## src/rtl/cpu_types_pkg.sv

```systemverilog
// -----------------------------------------------------------------------------
// cpu_types_pkg
// Shared types for the pipelined MIPS datapath.
//   wbsel_t        : writeback-source select carried down the pipe (memToReg)
//   memwb_state_t  : MEM/WB stage run/halt state
//   memwb_fields_t : architectural contents of the MEM/WB latch, laid out for
//                    the default 32-bit word / 5-bit register address datapath
// -----------------------------------------------------------------------------
package cpu_types_pkg;

  localparam int CPU_WORD_W  = 32;
  localparam int CPU_RADDR_W = 5;

  typedef enum logic [1:0] {
    WB_PORTO = 2'd0,
    WB_DMEM  = 2'd1,
    WB_LUI   = 2'd2,
    WB_PC4   = 2'd3
  } wbsel_t;

  typedef enum logic {
    RUN    = 1'b0,
    HALTED = 1'b1
  } memwb_state_t;

  typedef struct packed {
    logic                   valid;
    logic                   regWr;
    logic [CPU_RADDR_W-1:0] wsel;
    logic [CPU_WORD_W-1:0]  wdat;
  } memwb_fields_t;

endpackage

```

## src/rtl/wb_mux.sv

```systemverilog
// -----------------------------------------------------------------------------
// wb_mux
// Combinational 4:1 writeback-source selector.
//   sel_i      : wbsel_t source select
//   porto_i    : ALU / port output
//   dmem_i     : data memory load value
//   lui_i      : LUI immediate value
//   pc4_i      : PC+4 (link value)
//   wdat_o     : selected word
// -----------------------------------------------------------------------------
module wb_mux
  import cpu_types_pkg::*;
#(
  parameter int WORD_W = 32
) (
  input  wbsel_t            sel_i,
  input  logic [WORD_W-1:0] porto_i,
  input  logic [WORD_W-1:0] dmem_i,
  input  logic [WORD_W-1:0] lui_i,
  input  logic [WORD_W-1:0] pc4_i,
  output logic [WORD_W-1:0] wdat_o
);

  always_comb begin
    wdat_o = porto_i;
    unique case (sel_i)
      WB_PORTO: wdat_o = porto_i;
      WB_DMEM:  wdat_o = dmem_i;
      WB_LUI:   wdat_o = lui_i;
      WB_PC4:   wdat_o = pc4_i;
      default:  wdat_o = porto_i;
    endcase
  end

endmodule

```

## src/rtl/mem_wb_stage.sv

```systemverilog
// -----------------------------------------------------------------------------
// mem_wb_stage
// Parametrised MEM/WB pipeline register with valid bit, stall, flush and a
// sticky halt state. The writeback source is resolved before the register, so
// the register file sees one write word and a qualified write enable.
//
// Optional feature macro: MEM_WB_PERF_EN (adds perf_retired / perf_bubbles).
//
// Ports
//   CLK, RST            clock (rising edge), async active-high reset
//   ihit, dhit, stall   advance = (ihit | dhit) & ~stall
//   flush               load a bubble (wins over stall)
//   valid_in .. pc4_in  MEM-stage instruction fields and writeback candidates
//   valid_out           registered valid
//   WEN                 qualified register-file write enable
//   wsel_out, wdat_out  registered destination and write word
//   halt_out            sticky halt, cleared only by RST
//   perf_retired        valid instructions loaded (MEM_WB_PERF_EN)
//   perf_bubbles        bubbles loaded, incl. flushes (MEM_WB_PERF_EN)
// -----------------------------------------------------------------------------
module mem_wb_stage
  import cpu_types_pkg::*;
#(
  parameter int WORD_W  = 32,
  parameter int RADDR_W = 5,
  parameter int CNT_W   = 32
) (
  input  logic               CLK,
  input  logic               RST,
  input  logic               ihit,
  input  logic               dhit,
  input  logic               stall,
  input  logic               flush,
  input  logic               valid_in,
  input  logic               regWr_in,
  input  logic [RADDR_W-1:0] wsel_in,
  input  logic [1:0]         memToReg_in,
  input  logic               halt_in,
  input  logic [WORD_W-1:0]  dmemload_in,
  input  logic [WORD_W-1:0]  portO_in,
  input  logic [WORD_W-1:0]  luiValue_in,
  input  logic [WORD_W-1:0]  pc4_in,
`ifdef MEM_WB_PERF_EN
  output logic [CNT_W-1:0]   perf_retired,
  output logic [CNT_W-1:0]   perf_bubbles,
`endif
  output logic               valid_out,
  output logic               WEN,
  output logic [RADDR_W-1:0] wsel_out,
  output logic [WORD_W-1:0]  wdat_out,
  output logic               halt_out
);

  // Same layout as memwb_fields_t, sized by this instance's parameters.
  typedef struct packed {
    logic               valid;
    logic               regWr;
    logic [RADDR_W-1:0] wsel;
    logic [WORD_W-1:0]  wdat;
  } fields_t;

  memwb_state_t      state_q, state_d;
  fields_t           fields_q, fields_d;
  logic              wen_q, wen_d;
  logic              adv;
  logic [WORD_W-1:0] wdat_sel;

`ifdef MEM_WB_PERF_EN
  logic [CNT_W-1:0]  retired_q, retired_d;
  logic [CNT_W-1:0]  bubbles_q, bubbles_d;
`endif

  assign adv = (ihit | dhit) & ~stall;

  wb_mux #(
    .WORD_W (WORD_W)
  ) u_wb_mux (
    .sel_i   (wbsel_t'(memToReg_in)),
    .porto_i (portO_in),
    .dmem_i  (dmemload_in),
    .lui_i   (luiValue_in),
    .pc4_i   (pc4_in),
    .wdat_o  (wdat_sel)
  );

  always_comb begin
    state_d  = state_q;
    fields_d = fields_q;
    wen_d    = wen_q;
`ifdef MEM_WB_PERF_EN
    retired_d = retired_q;
    bubbles_d = bubbles_q;
`endif
    unique case (state_q)
      RUN: begin
        if (flush) begin
          fields_d = '0;
          wen_d    = 1'b0;
`ifdef MEM_WB_PERF_EN
          bubbles_d = bubbles_q + 1'b1;
`endif
        end else if (adv) begin
          fields_d.valid = valid_in;
          fields_d.regWr = regWr_in;
          fields_d.wsel  = wsel_in;
          fields_d.wdat  = wdat_sel;
          // Enable is precomputed so it can be forced low while halted
          // without disturbing the frozen architectural fields.
          wen_d = valid_in & regWr_in & (wsel_in != '0);
          if (valid_in && halt_in) begin
            state_d = HALTED;
          end
`ifdef MEM_WB_PERF_EN
          if (valid_in) begin
            retired_d = retired_q + 1'b1;
          end else begin
            bubbles_d = bubbles_q + 1'b1;
          end
`endif
        end
      end
      HALTED: begin
        // The halting instruction keeps its single WEN cycle; after that the
        // register file must never be written again.
        wen_d = 1'b0;
      end
      default: begin
        state_d = RUN;
      end
    endcase
  end

  always_ff @(posedge CLK or posedge RST) begin
    if (RST) begin
      state_q  <= RUN;
      fields_q <= '0;
      wen_q    <= 1'b0;
    end else begin
      state_q  <= state_d;
      fields_q <= fields_d;
      wen_q    <= wen_d;
    end
  end

`ifdef MEM_WB_PERF_EN
  always_ff @(posedge CLK or posedge RST) begin
    if (RST) begin
      retired_q <= '0;
      bubbles_q <= '0;
    end else begin
      retired_q <= retired_d;
      bubbles_q <= bubbles_d;
    end
  end

  assign perf_retired = retired_q;
  assign perf_bubbles = bubbles_q;
`endif

  assign valid_out = fields_q.valid;
  assign WEN       = wen_q;
  assign wsel_out  = fields_q.wsel;
  assign wdat_out  = fields_q.wdat;
  assign halt_out  = (state_q == HALTED);

endmodule

```

## config.mk

```make
export PLATFORM = sky130hd
export DESIGN_NAME = mem_wb_stage
export DESIGN_NICKNAME = d
export VERILOG_FILES = /design/src/rtl/cpu_types_pkg.sv /design/src/rtl/wb_mux.sv /design/src/rtl/mem_wb_stage.sv
export SDC_FILE = /design/constraint.sdc
export NUM_CORES = 1
export LEC_CHECK = 0
export ABC_AREA = 1
export CAP_MARGIN = 15
export CELL_PAD_IN_SITES_DETAIL_PLACEMENT = 1
export CELL_PAD_IN_SITES_GLOBAL_PLACEMENT = 1
export CORE_ASPECT_RATIO = 1.2
export CORE_MARGIN = 3
export CORE_UTILIZATION = 23
export CTS_BUF_LIST = sky130_fd_sc_hd__clkbuf_2
export CTS_CLUSTER_SIZE = 8
export DETAILED_ROUTE_END_ITERATION = 10
export GPL_ROUTABILITY_DRIVEN = 0
export PLACE_DENSITY_LB_ADDON = 0.1
export SLEW_MARGIN = 40
export SYNTH_ARGS = -nofsm -noshare
export SYNTH_HDL_FRONTEND = slang
export SYNTH_SLANG_ARGS = --single-unit
export TNS_END_PERCENT = 100
```

## constraint.sdc

```tcl
create_clock -name CLK -period 1.4 [get_ports CLK]
set_input_delay 0.14 -clock CLK [delete_from_list [all_inputs] [get_ports CLK]]
set_output_delay 0.14 -clock CLK [all_outputs]
set_load 0.005 [all_outputs]
```

# Word-level counts from Yosys, hierarchy flattened
# Cells that the tools add are included.
# word_totals
regBits,40
latchBits,0
ram_bits,0
mem_bits_ro,0
out_inout_bits,40
elab_cells,30
n_memories,0
# classes
add_sub_neg,0
n_mul,0
n_div,0
magnitude_cmp,0
eq_ne,4
n_shift,0
mux,10
n_bitwise,6
n_reduce_logical,5
# ops
op,count
32-bit one-hot mux with 4 select lines,1
39-bit two-way mux,2
1-bit two-way mux,6
5-bit nonzero test,1
"2-bit equality test, second input constant",2
1-bit AND,3
"3-bit != test, second input constant",1
"2-bit by 1-bit equality test with 1-bit output, second input constant",1
2-bit logical NOT,1
1-bit NOT,2
1-bit one-hot mux with 2 select lines,1
2-bit AND reduction,1
2-bit nonzero test,1
1-bit logical AND,1
1-bit OR,1

# Longest topological paths before layout
# Gate-level depths: netlist of the first run.
# logic_depth
depth_word,5
mapped_depth,7

# Modules after synthesis
# Synthesis of the first run repeated with hierarchy kept, for this count alone.
# hier_totals
hier_cells,377
area_unflattened_um2,2790.2
# modules_own_cells
mod,n_inst,cells_per_inst,area_each_um2,seq_area_each_um2
mem_wb_stage,1,191,1711.6,1001.0
wb_mux,1,186,1078.5,0.0

# Least setup slack after synthesis of the first run
# Ideal clock, no wire load.
# synth_path
path_kind,register to register
start,"register state_q, in the netlist halt_out"
end,"register fields_q, in the netlist wdat_out[0]"
arrival_ns,0.919
setup_slack_ns,0.365
path_stages_with_launch,7
n_path_buf,2
period_less_slack_ns,1.035
cell_sequence,dfrtp_1 -> inv_1 -> nand2_1 -> buf_6 -> buf_6 -> nand2_1 -> nand2_1
# synth_via
elab_chain_cells,2
# synth_lines
item,line_no,text
"start, declared",mem_wb_stage.sv:62,"memwb_state_t state_q, state_d;"
"start signal, assigned",mem_wb_stage.sv:139,state_q <= state_d;
1-bit NOT (no source line),n/a,
2-bit AND reduction (no source line),n/a,
"end signal, assigned",mem_wb_stage.sv:140,fields_q <= fields_d;
"end, declared",mem_wb_stage.sv:63,"fields_t fields_q, fields_d;"
# Every way passes these cells.
# A chain may end at the register's enable or synchronous reset.

# Worst setup path after layout of the first run
# layout_path
start,"register fields_q, in the netlist wsel_out[3]"
end,output wsel_out[3]
# layout_lines
item,line_no,text
"end, declared",mem_wb_stage.sv:49,"output logic [RADDR_W-1:0] wsel_out,"
# No word-level cell between the ends.

==> key figures, run 1 <==
Status
  • Outcome: finished clean

Pwr
  • Pwr dens: 571 mW/mm2
  • Pleak: 0.00226 uW
  • Design Power: 2640 uW
  • Max VDD drop: 402 uV

Routing
  • Met2 WL: 5740 um
  • Pre-antenna DRT Iters: 4
  • Top sig layer: met4
  • Via-to-Cell Ratio: 4.84
  • Met1 wire length: 4560 um
  • Routed wl met3: 719 um
  • Final ANT Viol Nets: 0
  • Vias: 3280
  • WL/cell: 16.4 um
  • Iter 0 DRT Violations: 61
  • Total wire length: 11100 um
  • DRC Markers: 0

Logic synthesis
  • Synth Area in Adders: 0%
  • Compound-cell area share of the yosys netlist: 1.32%
  • Cell variety after synth: 14
  • Mapped cell area: 0.00257 mm2
  • Largest family of logic cells by synthesized area: simple AND/OR/NAND/NOR gates
  • Syn nets: 509
  • XOR/XNOR share of the synthesized area: 0%
  • Synth Instances: 365
  • Mux cell area share after synthesis: 0%
  • Synth Area in Simple Gates: 50.0%
  • Syn avg cell area: 7.03 um2
  • Yosys reg bits: 40
  • Ys Warns: 0
  • Register area share after synthesis: 39.0%

Worst setup path
  • CP endpoint kind: output port
  • CP arrival: 1.13 ns
  • CP max stage cell: dfrtp_1
  • CP top delay family: flip-flops
  • Crit path cell chain: dlygate4sd2_1
  • Crit path buf inv count: 1
  • Critical path class: reg -> out
  • Reg2Reg Launch Point: halt_out$_DFF_PP0_
  • FF-to-FF End: wdat_out[2]$_DFFE_PP0P_
  • Worst EP required: 1.26 ns
  • CP Max Fanout: 2
  • Worst R2R Path Depth: 5
  • Slowest stage delay, CP: 0.46 ns
  • Worst Setup Start Kind: register
  • R2R setup slack: 0.27 ns

Placement
  • Placed cells: 662
  • Dpl ws: -0.00741 ns
  • Detailed Place HPWL: 8450 um
  • Port Buffers: 183
  • Dpl cell area: 0.00454 mm2

STA
  • Max-slew headroom: 80.5%
  • Fin. Hold Viols: 0
  • Final count of pins violating max slew: 0
  • Pin slew with the least headroom to its limit: 0.292 ns
  • Final setup fails: 0
  • Worst Clk Skew: 0.0265 ns
  • Achievable Freq: 0.787 GHz
  • Final worst path period need: 1.27 ns
  • PnR worst setup slack: 0.129 ns
  • RSZ-0062 raised after global routing: false
  • Final Cycle Share: 90.8%

Final layout
  • Post-Layout Cell Count: 678
  • Layout area overhead: 80.0%
  • Final Net Count: 691
  • Fin util: 43.1%
  • Share of layout cells above drive strength 1: 6.75%
  • Post-route cell area: 0.00462 mm2

Floorplanning
  • Initial Utilization: 23.9%
  • Core Region: 0.0107 mm2
  • # rows: 41
  • Top Ports: 184
  • Die W: 102 um
  • Die Height: 122 um
  • DIE AREA: 0.0125 mm2

Clocking
  • Cts bufs inserted: 5
  • Clk slew on worst S/H paths: 0.25 ns
  • CTS tree: done
  • CTS Buffer Depth: 2
  • Clock sink total: 40
  • Htree depth: 2
  • Root Buffer Master: clkbuf_2
  • Latest clock arrival within the worst-skew pair: 0.40 ns

Global route
  • Pin count of the biggest net entering global routing: 45
  • First-pass GRT wire length: 17400 um
  • Grt ovf: 0
  • GRT Util Overall: 17.6%
  • Initial antenna violation count: 1
  • Vias in the first global route: 3512

Min path
  • Path category of the worst min-delay check: in -> reg
  • Hold endpoint: wsel_out[2]$_DFFE_PP0P_
  • Hold path depth: 3
  • Hold path start: wsel_in[2]

Job
  • Max-cap violations: 0
## routing by layer
metal,global-route usage [%],vias up
li1,-,1598
met1,20.7,1574
met2,32.2,102
met3,3.26,6
met4,4.51,0
met5,0,-
## layout by cell type, fill, tap and decap left out
cell type,n
bufinv_16,1
clkbuf_2,5
clkdlybuf4s50_1,141
nor2_2,2
nand3_1,98
nor2_1,3
clkinvlp_4,1
inv_6,1
dlygate4sd3_1,1
clkinv_2,1
nand3_2,1
buf_2,2
buf_4,13
buf_12,8
o21bai_4,1
o21ai_0,3
nand2_1,146
inv_2,1
dlygate4sd2_1,40
inv_1,5
nand4_1,34
diode_2,1
dfrtp_1,40
## cell usage after synthesis, drive strengths merged
library cell	instances	area (um2)
dfrtp	40	1000
inv	6	22.5
nand4	34	213
nand2	146	548
nand3	99	500
o21ai	3	15.0
o21bai	1	18.8
buf	30	220
clkinv	1	5.00
nor2	5	23.8
## sequential cells by signal (all words and copies together) (netlist names)
register,flops
halt_out,1
wsel_out,5
wdat_out,32
valid_out,1
WEN,1
## timing repair
item                                   in CTS  in global routing
setup endpoints to repair                  40                  0
hold buffers                                1                  0
buffers inserted                            6                  0
gates resized for setup                    40                  0
endpoints found under the hold margin      14                  0
## worst max path at each step
stage | end | depth (start not counted) | start
after CTS | wsel_out[3] | 1 | wsel_out[3]$_DFFE_PP0P_
after global placement | wsel_out[4]$_DFFE_PP0P_ | 7 | dhit
after global routing | wsel_out[3] | 1 | wsel_out[3]$_DFFE_PP0P_
final | wsel_out[3] | 1 | wsel_out[3]$_DFFE_PP0P_
after floorplan | WEN$_DFFE_PP0P_ | 1 | RST
after detailed placement | wsel_out[4]$_DFFE_PP0P_ | 7 | stall
## report_power, final
| part | leakage (uW) | internal [uW] | switching, uW |
|---|---|---|---|
| combinational | 0.00167 | 469 | 285 |
| sequential | 0.000554 | 1160 | 0 |
| clock | 0.0000396 | 308 | 420 |
| total | 0.00226 | 1940 | 705 |
## layout make-up
class | count | area [um2]
clock inverters | 3 | 46.3
fillers | 1315 | 6100
repair buffers | 205 | 2040
inverters | 7 | 27.5
well taps | 129 | 161
diodes | 1 | 2.50
multi-input cells | 288 | 1320
flip-flops and latches | 40 | 1000
clock buffers | 5 | 25.0
## cell families (layout without fill, tap and decap cells)
group / count (synthesis) / count (layout)
AO/OA/AOI/OAI: 4 / 4
other: 0 / 1
buffers and inverters: 37 / 220
flip-flops: 40 / 40
AND/OR/NAND/NOR: 284 / 284
## through the flow
stage                     hold WS, ns  TNS (ns)
after floorplan                 0.250         0
after global placement          0.462         0
after detailed placement        0.468  -0.00741
after CTS                       0.205         0
after global routing            0.216         0
final                           0.263         0
Note: power is estimated with default switching activity, not from simulation.
==> inputs of run 2 (changes only) <==
Settings changed: SETUP_SLACK_MARGIN set to 0.15.
==> run 2 against run 1 <==
  * Wire length increased by 0.14%
  * Register-to-register slack about the same
  * Final area decreased by 0.70%
  * Sequential power about the same
  * Critical endpoint is now wdat_out[4]
  * Largest cell class unchanged
==> key figures, run 2 (synthesis results as in run 1) <==
Status
  • Outcome: finished clean

Floorplanning
  • DIE AREA: 0.0125 mm2 (unchanged)
  • Initial Utilization: 23.9% (unchanged)
  • # rows: 41 (unchanged)
  • Die Height: 122 um (unchanged)
  • Die W: 102 um (unchanged)
  • Top Ports: 184 (unchanged)
  • Core Region: 0.0107 mm2 (unchanged)

Clocking
  • CTS tree: done
  • Latest clock arrival within the worst-skew pair: 0.40 ns (about the same)
  • CTS Buffer Depth: 2 (unchanged)
  • Cts bufs inserted: 5 (unchanged)
  • Root Buffer Master: clkbuf_2
  • Clock sink total: 40 (unchanged)
  • Clk slew on worst S/H paths: 0.25 ns (about the same)
  • Htree depth: 2 (unchanged)

Final layout
  • Layout area overhead: 78.8%
  • Max reg flops: 32 (unchanged)
  • Final Net Count: 698 (+1.0%)
  • Share of layout cells above drive strength 1: 12.8% (+6.0 points)
  • Area of the multi-input gates: 0.00132 mm2 (unchanged)
  • Fin util: 42.8% (-0.30 points)
  • Commonest cells after routing, fill and taps aside: nand2_1 (146), clkdlybuf4s50_1 (141), nand3_1 (98)
  • Most common cell after layout, fill and taps aside: nand2_1
  • FF/Latch Area: 0.00100 mm2 (unchanged)
  • Post-Layout Cell Count: 685 (+1.0%)
  • Fill cells: 1315 (unchanged)
  • Post-route cell area: 0.00459 mm2 (-0.70%)

Global route
  • Pin count of the biggest net entering global routing: 45 (unchanged)
  • First-pass GRT wire length: 17300 um (-0.24%)
  • Initial antenna violation count: 1 (unchanged)
  • GRT Util Overall: 17.5% (-0.059 points)
  • Grt ovf: 0 (unchanged)
  • Vias in the first global route: 3499 (-0.37%)

Worst setup path
  • CP arrival: 1.05 ns (-0.08 ns)
  • Critical path class: reg -> out
  • CP top delay family: flip-flops
  • CP endpoint kind: output port
  • CP max stage cell: dfrtp_1
  • Worst EP required: 1.26 ns (about the same)
  • Slowest stage delay, CP: 0.44 ns (-0.02 ns)
  • Crit path buf inv count: 1 (unchanged)
  • Worst Setup Start Kind: register
  • CP Max Fanout: 2 (unchanged)
  • Crit path cell chain: clkdlybuf4s15_1

Routing
  • Vias: 3306 (+0.79%)
  • Via-to-Cell Ratio: 4.83 (-0.24%)
  • DRC Markers: 0 (unchanged)
  • WL/cell: 16.3 um (-0.88%)
  • Final ANT Viol Nets: 0 (unchanged)
  • Iter 0 DRT Violations: 65 (+6.6%)
  • Pre-antenna DRT Iters: 4 (unchanged)
  • Total wire length: 11100 um (+0.14%)

STA
  • Worst Clk Skew: 0.0261 ns (-0.000432 ns)
  • Max-slew headroom: 80.5% (about the same)
  • Achievable Freq: 0.844 GHz (+7.3%)
  • Final worst path period need: 1.19 ns (-0.0862 ns)
  • Final Cycle Share: 84.6% (-6.2 points)
  • RSZ-0062 raised after global routing: false
  • Final count of pins violating max slew: 0 (unchanged)
  • Post-Route Setup TNS: 0 ns (unchanged)
  • Pin slew with the least headroom to its limit: 0.293 ns (+0.000628 ns)
  • Final setup fails: 0 (unchanged)
  • Fin. Hold Viols: 0 (unchanged)

Placement
  • Port Buffers: 183 (unchanged)
  • Placed cells: 662 (unchanged)
  • Detailed Place HPWL: 8450 um (unchanged)
  • Dpl cell area: 0.00454 mm2 (unchanged)

Pwr
  • Design Power: 2640 uW (about the same)
  • Pwr dens: 575 mW/mm2 (+0.71%)
  • Logic gate share of total power: 28.6% (about the same)
  • Sw frac: 26.7% (about the same)
  • Pleak: 0.00217 uW (-4.0%)
  • Seq pwr share: 43.9% (about the same)
  • Internal Power: 1930 uW (about the same)
  • Clk network pwr share: 27.6% (about the same)
  • Max VDD drop: 403 uV (about the same)
  • Psw: 705 uW (about the same)

Min path
  • Path category of the worst min-delay check: in -> reg

Job
  • Max-cap violations: 0 (unchanged)
==> run 2: worst paths after layout <==
check                                           to  cells past startpoint  slack [ns]               startpoint
setup / recovery                       wdat_out[4]                      1        0.21  wdat_out[4]$_DFFE_PP0P_
hold / removal             wsel_out[2]$_DFFE_PP0P_                      3        0.26               wsel_in[2]
setup reg to reg           wdat_out[5]$_DFFE_PP0P_                      6        0.27       halt_out$_DFF_PP0_
hold reg to reg            wdat_out[6]$_DFFE_PP0P_                      2        0.51  wdat_out[6]$_DFFE_PP0P_
max in group asynchronous  wdat_out[8]$_DFFE_PP0P_                      4        0.57                      RST
min in group asynchronous          WEN$_DFFE_PP0P_                      4        0.59                      RST
==> run 2: metrics by stage <==
| stage | worst slack (ns) | hold WS (ns) |
|---|---|---|
| 3_5_place_dp | -0.00741 | 0.468 |
| 2_1_floorplan | 0.342 | 0.250 |
| 6_report | 0.215 | 0.258 |
| 3_3_place_gp | 0.0172 | 0.462 |
| 4_1_cts | 0.109 | 0.205 |
| 5_1_grt | 0.146 | 0.216 |
==> run 2: layout make-up <==
| type | instances | share of cell area [%] |
|---|---|---|
| inverter | 7 | 0.600 |
| multi-input combinational | 288 | 28.7 |
| sequential | 40 | 21.8 |
| clock buffer | 5 | 0.545 |
| tap | 129 | 3.52 |
| timing repair buffer | 212 | 43.7 |
| clock inverter | 3 | 1.01 |
| antenna | 1 | 0.0545 |
==> run 2: routing by layer <==
metal / wire length, um / track usage (%) / vias up
met5: 0 / 0 / -
met4: 155 / 4.51 / 0
met3: 697 / 2.98 / 8
met2: 5770 / 32.2 / 104
met1: 4530 / 20.7 / 1581
li1: - / - / 1613
==> run 2: power by group through the flow <==
| stage | Sequential, uW | Clock [uW] | Combinational, uW |
|---|---|---|---|
| detailed placement | 1180 | 0 | 759 |
| finish | 1160 | 728 | 754 |
| global placement | 1180 | 0 | 753 |
| CTS | 1160 | 782 | 765 |
| floorplan | 1180 | 0 | 254 |
| global route | 1160 | 826 | 820 |
==> run 2: timing repair <==
action	4_1_cts	5_1_grt
gates resized for setup	110	12
buffers inserted	7	6
hold buffers	1	0
hold endpoints to repair	14	0
setup endpoints to repair	40	15
cloned	0	0
==> run 2: tightest hold or removal path: stages <==
cell,delay (ns)
clkdlybuf4s50_1,0.42
nand2_1,0.07
nand2_1,0.04
